<file path="config.mk">
export PLATFORM = sky130hd
export DESIGN_NAME = cla_limb_sequencer_flat
export DESIGN_NICKNAME = d
export VERILOG_FILES = /design/src/rtl/cla_limb_sequencer_if.sv /design/src/rtl/cla_limb_sequencer.sv /design/src/flat_wrapper.sv
export SDC_FILE = /design/constraint.sdc
export NUM_CORES = 1
export LEC_CHECK = 0
export ABC_AREA = 1
export BUFFER_PORTS_ARGS = -buffer_cell sky130_fd_sc_hd__buf_4
export CORE_AREA = 2 2 51 65
export DETAILED_ROUTE_END_ITERATION = 7
export DIE_AREA = 0 0 53 67
export GPL_TIMING_DRIVEN = 0
export HOLD_SLACK_MARGIN = 0.05
export PLACE_DENSITY = 0.72
export SLEW_MARGIN = 20
export SYNTH_ARGS = -nofsm -noshare
export SYNTH_HDL_FRONTEND = slang
export SYNTH_SLANG_ARGS = --single-unit
</file>
<file path="constraint.sdc">
create_clock -name clk -period 1.37 [get_ports clk]
set_input_delay 0 -clock clk [delete_from_list [all_inputs] [get_ports clk]]
set_output_delay 0 -clock clk [all_outputs]
set_load 0.005 [all_outputs]
</file>
<file path="src/rtl/cla_limb_sequencer_if.sv">
// cla_limb_sequencer_if
// Bundles the signals around the limb sequencer: the operand input stream,
// the sum output stream, the adder-side connections and the busy flag.
//   slave  : the sequencer itself (accepts operand beats, drives the adder
//            inputs, produces sum limbs)
//   master : the surroundings (input demux, carry_look_ahead, downstream sink)
// Parameter WIDTH must match the sequencer and adder limb width.
interface cla_limb_sequencer_if #(
    parameter int WIDTH = 7
);
    logic             in_valid;
    logic [WIDTH-1:0] in_data;
    logic             in_ready;
    logic             op_sub;

    logic [WIDTH-1:0] cla_a;
    logic [WIDTH-1:0] cla_b;
    logic             cla_y;
    logic [WIDTH-1:0] cla_s;
    logic             cla_c;

    logic             out_valid;
    logic [WIDTH-1:0] out_data;
    logic             out_last;
    logic             out_carry;
    logic             out_ready;

    logic             busy;

    modport slave (
        input  in_valid, in_data, op_sub, cla_s, cla_c, out_ready,
        output in_ready, cla_a, cla_b, cla_y,
        output out_valid, out_data, out_last, out_carry, busy
    );

    modport master (
        output in_valid, in_data, op_sub, cla_s, cla_c, out_ready,
        input  in_ready, cla_a, cla_b, cla_y,
        input  out_valid, out_data, out_last, out_carry, busy
    );
endinterface

</file>
<file path="src/rtl/cla_limb_sequencer.sv">
// cla_limb_sequencer
// Sequences a multi-limb add (or subtract) through a single WIDTH-bit
// combinational carry look-ahead adder. Operand limbs arrive LSB limb first,
// A beat then B beat; the carry is chained limb to limb and each sum limb is
// emitted on a valid/ready stream.
//
// Ports:
//   clk    : rising-edge clock
//   rst_n  : asynchronous active-low reset
//   bus    : cla_limb_sequencer_if.slave
//            in_valid/in_data/in_ready/op_sub  operand stream
//            cla_a/cla_b/cla_y -> adder, cla_s/cla_c <- adder
//            out_valid/out_data/out_last/out_carry/out_ready  sum stream
//            busy  operation in progress
//
// Build option: define CLA_SEQ_SUB_EN to implement subtract mode (B inverted,
// initial carry 1). Without it op_sub is ignored and every operation is an add.
//
// State  | meaning
// S_A    | waiting for the A limb (in_ready high)
// S_B    | waiting for the B limb (in_ready high)
// S_EXEC | adder settling for one cycle; sum and carry captured at its end
// S_OUT  | sum limb presented, held until out_ready
module cla_limb_sequencer #(
    parameter int WIDTH = 7,
    parameter int LIMBS = 4
) (
    input  logic                  clk,
    input  logic                  rst_n,
    cla_limb_sequencer_if.slave   bus
);

    typedef enum logic [1:0] {
        S_A    = 2'd0,
        S_B    = 2'd1,
        S_EXEC = 2'd2,
        S_OUT  = 2'd3
    } state_t;

    localparam logic [3:0] LAST_IDX = 4'(LIMBS - 1);

    state_t           state;
    logic [3:0]       idx;
    logic [WIDTH-1:0] cla_a_q;
    logic [WIDTH-1:0] cla_b_q;
    logic             carry_q;
    logic [WIDTH-1:0] out_data_q;
    logic             out_last_q;
    logic             out_carry_q;
`ifdef CLA_SEQ_SUB_EN
    logic             sub_q;
`endif

    always_ff @(posedge clk or negedge rst_n) begin
        if (!rst_n) begin
            state       <= S_A;
            idx         <= '0;
            cla_a_q     <= '0;
            cla_b_q     <= '0;
            carry_q     <= 1'b0;
            out_data_q  <= '0;
            out_last_q  <= 1'b0;
            out_carry_q <= 1'b0;
`ifdef CLA_SEQ_SUB_EN
            sub_q       <= 1'b0;
`endif
        end else begin
            case (state)
                S_A: begin
                    if (bus.in_valid) begin
                        cla_a_q <= bus.in_data;
                        // Mode and initial carry belong to the whole operation,
                        // so they are only taken on the first limb.
                        if (idx == 4'd0) begin
`ifdef CLA_SEQ_SUB_EN
                            sub_q   <= bus.op_sub;
                            carry_q <= bus.op_sub;
`else
                            carry_q <= 1'b0;
`endif
                        end
                        state <= S_B;
                    end
                end
                S_B: begin
                    if (bus.in_valid) begin
`ifdef CLA_SEQ_SUB_EN
                        cla_b_q <= sub_q ? ~bus.in_data : bus.in_data;
`else
                        cla_b_q <= bus.in_data;
`endif
                        state <= S_EXEC;
                    end
                end
                S_EXEC: begin
                    out_data_q  <= bus.cla_s;
                    carry_q     <= bus.cla_c;
                    out_carry_q <= bus.cla_c;
                    out_last_q  <= (idx == LAST_IDX);
                    state       <= S_OUT;
                end
                S_OUT: begin
                    if (bus.out_ready) begin
                        idx   <= out_last_q ? 4'd0 : idx + 4'd1;
                        state <= S_A;
                    end
                end
                default: state <= S_A;
            endcase
        end
    end

    // Handshake flags decode straight from state: no path from in_valid or
    // out_ready, which is also why a new A beat cannot share the output
    // handshake cycle.
    assign bus.in_ready  = (state == S_A) || (state == S_B);
    assign bus.out_valid = (state == S_OUT);
    assign bus.busy      = (idx != 4'd0) || (state != S_A);

    assign bus.cla_a     = cla_a_q;
    assign bus.cla_b     = cla_b_q;
    assign bus.cla_y     = carry_q;
    assign bus.out_data  = out_data_q;
    assign bus.out_last  = out_last_q;
    assign bus.out_carry = out_carry_q;

endmodule
</file>
<file path="src/flat_wrapper.sv">
// flat-port wrapper written by rule: the top's interface ports become plain ports
module cla_limb_sequencer_flat 
#(
    parameter int WIDTH = 7,
    parameter int LIMBS = 4
)
  (clk, rst_n, bus_in_valid, bus_in_data, bus_op_sub, bus_cla_s, bus_cla_c, bus_out_ready, bus_in_ready, bus_cla_a, bus_cla_b, bus_cla_y, bus_out_valid, bus_out_data, bus_out_last, bus_out_carry, bus_busy);
  cla_limb_sequencer_if #(.WIDTH(WIDTH)) bus_i ();
  input  logic clk;
  input  logic rst_n;
  input wire logic [$bits(bus_i.in_valid)-1:0] bus_in_valid;
  input wire logic [$bits(bus_i.in_data)-1:0] bus_in_data;
  input wire logic [$bits(bus_i.op_sub)-1:0] bus_op_sub;
  input wire logic [$bits(bus_i.cla_s)-1:0] bus_cla_s;
  input wire logic [$bits(bus_i.cla_c)-1:0] bus_cla_c;
  input wire logic [$bits(bus_i.out_ready)-1:0] bus_out_ready;
  output wire logic [$bits(bus_i.in_ready)-1:0] bus_in_ready;
  output wire logic [$bits(bus_i.cla_a)-1:0] bus_cla_a;
  output wire logic [$bits(bus_i.cla_b)-1:0] bus_cla_b;
  output wire logic [$bits(bus_i.cla_y)-1:0] bus_cla_y;
  output wire logic [$bits(bus_i.out_valid)-1:0] bus_out_valid;
  output wire logic [$bits(bus_i.out_data)-1:0] bus_out_data;
  output wire logic [$bits(bus_i.out_last)-1:0] bus_out_last;
  output wire logic [$bits(bus_i.out_carry)-1:0] bus_out_carry;
  output wire logic [$bits(bus_i.busy)-1:0] bus_busy;
  assign bus_i.in_valid = bus_in_valid;
  assign bus_i.in_data = bus_in_data;
  assign bus_i.op_sub = bus_op_sub;
  assign bus_i.cla_s = bus_cla_s;
  assign bus_i.cla_c = bus_cla_c;
  assign bus_i.out_ready = bus_out_ready;
  assign bus_in_ready = bus_i.in_ready;
  assign bus_cla_a = bus_i.cla_a;
  assign bus_cla_b = bus_i.cla_b;
  assign bus_cla_y = bus_i.cla_y;
  assign bus_out_valid = bus_i.out_valid;
  assign bus_out_data = bus_i.out_data;
  assign bus_out_last = bus_i.out_last;
  assign bus_out_carry = bus_i.out_carry;
  assign bus_busy = bus_i.busy;
  cla_limb_sequencer #(.WIDTH(WIDTH), .LIMBS(LIMBS)) u_core (.clk(clk), .rst_n(rst_n), .bus(bus_i));
endmodule
</file>
# Word-level counts from Yosys, hierarchy flattened
# Cells that the tools add are included.
dict set report classes {
  mux 8
  eq_ne 8
  n_reduce_logical 12
  addsub 1
}
# cell count
set op_table {}
lappend op_table {{$pmux W2 S4} 1}
lappend op_table {{$mux W2} 3}
lappend op_table {{$ne A2 B2 Y1 const B} 3}
lappend op_table {{$reduce_and A2 Y1} 3}
lappend op_table {{$reduce_and A3 Y1} 2}
lappend op_table {{$add A4 B1 Y4 const B} 1}
lappend op_table {{$eq A2 B2 Y1 const B} 2}
lappend op_table {{$eq A4 B2 Y1 const B} 1}
lappend op_table {{$logic_not A4 Y1} 1}
lappend op_table {{$mux W4} 1}
lappend op_table {{$reduce_bool A2 Y1} 2}
lappend op_table {{$reduce_bool A4 Y1} 1}
lappend op_table {{$eq A2 B1 Y1 const B} 1}
lappend op_table {{$logic_not A2 Y1} 1}
lappend op_table {{$logic_or A1 B1 Y1} 2}
lappend op_table {{$mux W1} 2}
lappend op_table {{$ne A2 B1 Y1 const B} 1}
lappend op_table {{$pmux W1 S2} 1}
dict set report word_totals {
  ff_bits 30
  word_cells 37
  output_inout_bits 27
  in_bits 20
}

# Depth between registers and ports, before layout
dict set report depth {
  depth_word 4
  ltp_mapped 8
  ltp_nobuf 8
}

# Worst setup path before layout
# OpenSTA, ideal clock, no wires.
dict set report synth_timing {
  kind {register -> register}
  from {register u_core.state[0]}
  to {register u_core.out_data_q[0], in the netlist u_core.bus.out_data[0]}
  setup_ns 0.125
  required_ns 1.245
  period_less_slack_ns 1.248
  setup_slack_ns 0.122
  n_path_buf 1
  arrival_ns 1.123
  stages_incl_launch_ff 5
  path_cell_list {dfrtp_1 inv_1 ha_1 buf_6 mux2_4}
}
dict set report synth_between {
  elab_chain_len 1
}
# item line_no
set synth_lines {}
lappend synth_lines {{start: declaration} cla_limb_sequencer.sv:42} ;# state_t state;
lappend synth_lines {{start signal: assignment} cla_limb_sequencer.sv:56} ;# state <= S_A;
lappend synth_lines {{start signal: assignment} cla_limb_sequencer.sv:82} ;# state <= S_B;
lappend synth_lines {{start signal: assignment} cla_limb_sequencer.sv:92} ;# state <= S_EXEC;
lappend synth_lines {{$eq A2 B2 Y1} cla_limb_sequencer.sv:68} ;# case (state)
lappend synth_lines {{end signal: assignment} cla_limb_sequencer.sv:96} ;# out_data_q <= bus.cla_s;
lappend synth_lines {{end: declaration} cla_limb_sequencer.sv:47} ;# logic [WIDTH-1:0] out_data_q;
# Every way passes these cells.
# A chain may end at the register's enable or synchronous reset.

# Worst setup path in the final report
dict set report layout_timing {
  from {register u_core.state[0]}
  to {register u_core.out_data_q[4], in the netlist u_core.bus.out_data[4]}
}
# Same word-level chain as after synthesis.

==> results.cfg <==
[sta]
period_share_pct = 99.1
slew_headroom_pct = 75.2
finalMaxSlewViolations = 0
hold_violations = 0
rsz0062_at_grt = yes
fmax_mhz = 736
setup_viol = 0
skew_ps = 5.40
period_needed_ps = 1360
worstMarginPinSlew_ps = 372

[grt]
grt_overflow = 0
grt_util_met1_pct = 22.0
grt_usage_pct = 19.4
antenna_found_initial = 0
grt_max_degree = 31
grt_pass1_wl_um = 4970
grt_pass1_vias = 1181
grt_busiest_layer = met2
gr-usage-met3_pct = 5.16
gr-usage-met2_pct = 33.8

[critical_path]
critPathLaunchType = register
cp-end-kind = register
arrival_ps = 1570
cp_max_fo = 10
worstRegToRegCells = 4
timing.rr.end = u_core.bus.out_data[4]$_DFFE_PN0N_
timing.rr.start = u_core.state[0]$_DFFE_PN0P_
reg2reg_slack_ps = 10
required_ps = 1580
worstSetupPathType = register to register

[run_status]
status = finished clean

[synthesis]
syn_area_per_cell_um2 = 10.3
ys_seq_area_share_pct = 53.5
synth_xor_area_share_pct = 0.624
synth_top_family_by_area = simple AND/OR/NAND/NOR gates
synth.area.top_cells = dfrtp_1, o21ai_2, nand2_1
synth_fa_ha_area_share_pct = 5.35
netlist_instances = 136
synth_compound_area_share_pct = 11.5
netlist_area_um2 = 1400
syn_nets = 162
synth.distinct_cells = 16
yosys.area.top_type = dfrtp_1
yosys-mux-area-fraction_pct = 6.96
netlist.area_leader.share_pct = 53.5
synth_simple_gate_area_share_pct = 14.3
ys_ff_latch = 30
yosysWarnings = 0

[drt]
drt-total-wl_um = 3090
wire_per_inst_um = 12.6
ant_nets = 0
drt_iter0_drc = 19
vias_per_cell = 4.74
num_vias = 1161
first_pass_iters = 4
drc = 0

[floorplan]
core_um2 = 2890
initial_core_util_pct = 48.5
die_area_um2 = 3550
io_pins = 47
die_h_um = 67
fp-row-count = 22
die_width_um = 53

[final_layout]
layout.nets = 234
multiInputGateArea_um2 = 548
ff_latch_area_um2 = 751
area_growth_pct = 46.9
drive_above_1_share_pct = 40.7
num-fill-cells = 217
finish.utilization_pct = 71.3
antenna_cells = 0

[pwr]
peakVddDrop_v = 0.00134
power_density_nw_per_um2 = 2110
total_leakage_power_nw = 1.09
power_mw = 4.34

[place]
gp_congestion = 0.753
hpwl_um = 2150
port_buffers = 45

[clock_network]
cts_tree = yes
clk_pin_slew_worst_paths_ps = 90
clock_path_buffers = 2
cts_buffers = 5
clk_latency_ps = 330
htree_levels = 2
clock_sinks = 30
cts_root_buffer = clkbuf_4

[hold_path]
hold_class = input pin to asynchronous set/reset pin

[flow_run]
maxCapViolCount = 0
cell families (layout without fill, tap and decap cells):
family | count (synthesis) | in the layout
mux | 7 | 7
xor+xnor | 1 | 1
buf+inv | 23 | 96
compound gates | 21 | 21
fa+ha+maj | 6 | 6
flops | 30 | 30
simple gates | 48 | 48
registers in the layout, summed over array words and instances (netlist names):
register,cells
u_core.idx,4
u_core.bus.out_last,1
u_core.bus.cla_a,7
u_core.bus.cla_y,1
u_core.bus.out_carry,1
u_core.state,2
u_core.bus.out_data,7
u_core.bus.cla_b,7
through the flow:
stage | cells | instance area (um^2) | hold WS [ps] | setup TNS, ps | setup slack [ps]
6_report | 245 | 2060 | 128 | 0 | 12.1
5_1_grt | 245 | 2060 | 160 | -38.1 | -19.1
4_1_cts | 244 | 2050 | 135 | 0 | 8.01
3_5_place_dp | 217 | 1790 | -52.2 | -142 | -38.2
3_3_place_gp | 217 | 1790 | -48.6 | 0 | 30.1
2_1_floorplan | 136 | 1400 | -296 | 0 | 122
final cells by class:
type / instances / share of cell area [%]
clock buffer: 7 / 2.19
buffer: 3 / 1.64
sequential: 30 / 36.4
tap: 36 / 2.19
inverter: 20 / 3.64
clock inverter: 1 / 1.46
multi-input combinational: 83 / 26.6
timing repair buffer: 65 / 25.9
power by group:
group	total (mW)	switching, mW	leakage, nW	internal, mW
clock	0.682	0.295	0.0395	0.387
sequential	1.56	0.260	0.372	1.30
combinational	2.10	0.937	0.681	1.16
what timing repair did:
item	4_1_cts	5_1_grt
gates resized for setup	1	1
setup buffers	1	1
pin swaps	0	0
hold endpoints to repair	56	0
hold buffers	18	0
setup endpoints to repair	6	3
how the worst max path moves through the flow:
stage	startpoint	endpoint	cells past startpoint	slack (ps)
2_1_floorplan	u_core.state[0]$_DFFE_PN0P_	u_core.bus.out_data[0]$_DFFE_PN0N_	4	120
3_3_place_gp	u_core.state[0]$_DFFE_PN0P_	u_core.bus.out_data[2]$_DFFE_PN0N_	4	30
3_5_place_dp	u_core.state[0]$_DFFE_PN0P_	u_core.bus.out_data[4]$_DFFE_PN0N_	4	-40
4_1_cts	u_core.state[1]$_DFFE_PN0P_	bus_in_ready	5	8
5_1_grt	u_core.state[0]$_DFFE_PN0P_	u_core.bus.out_data[4]$_DFFE_PN0N_	4	-20
6_report	u_core.state[0]$_DFFE_PN0P_	u_core.bus.out_data[4]$_DFFE_PN0N_	4	10
Yosys cell counts (all sizes together):
master / n
mux2: 7
inv: 20
xor2: 1
or2: 1
nand3: 8
nand2: 35
ha: 6
a21oi: 2
buf: 3
o21ai: 19
nor2: 4
dfrtp: 30
critical path, cell delays in order (launching register included):
cell     delay [ps]
dfrtp_1         410
inv_1           100
ha_2            240
buf_6           170
mux2_4          310
routing by layer:
metal  up-vias  wire length [um]  share of wire, %
li1        571                 -                 -
met1       546              1220                40
met2        36              1610                52
met3         8               189               6.1
met4         0                59               1.9
met5         -                 0                 0
layout by cell type (no fill, tap or decap):
master,n
o21ai_0,4
dfrtp_1,30
dlygate4sd3_1,18
ha_1,4
o21ai_2,15
a21oi_1,2
xor2_1,1
bufinv_16,1
clkbuf_1,2
mux2_2,2
buf_4,47
nor2_1,4
nand2_1,32
mux2_4,5
inv_2,1
inv_1,19
buf_6,3
nand2_2,3
ha_2,2
nand3_1,8
or2_2,1
clkbuf_4,5
Power figures use the tool's default switching activity.
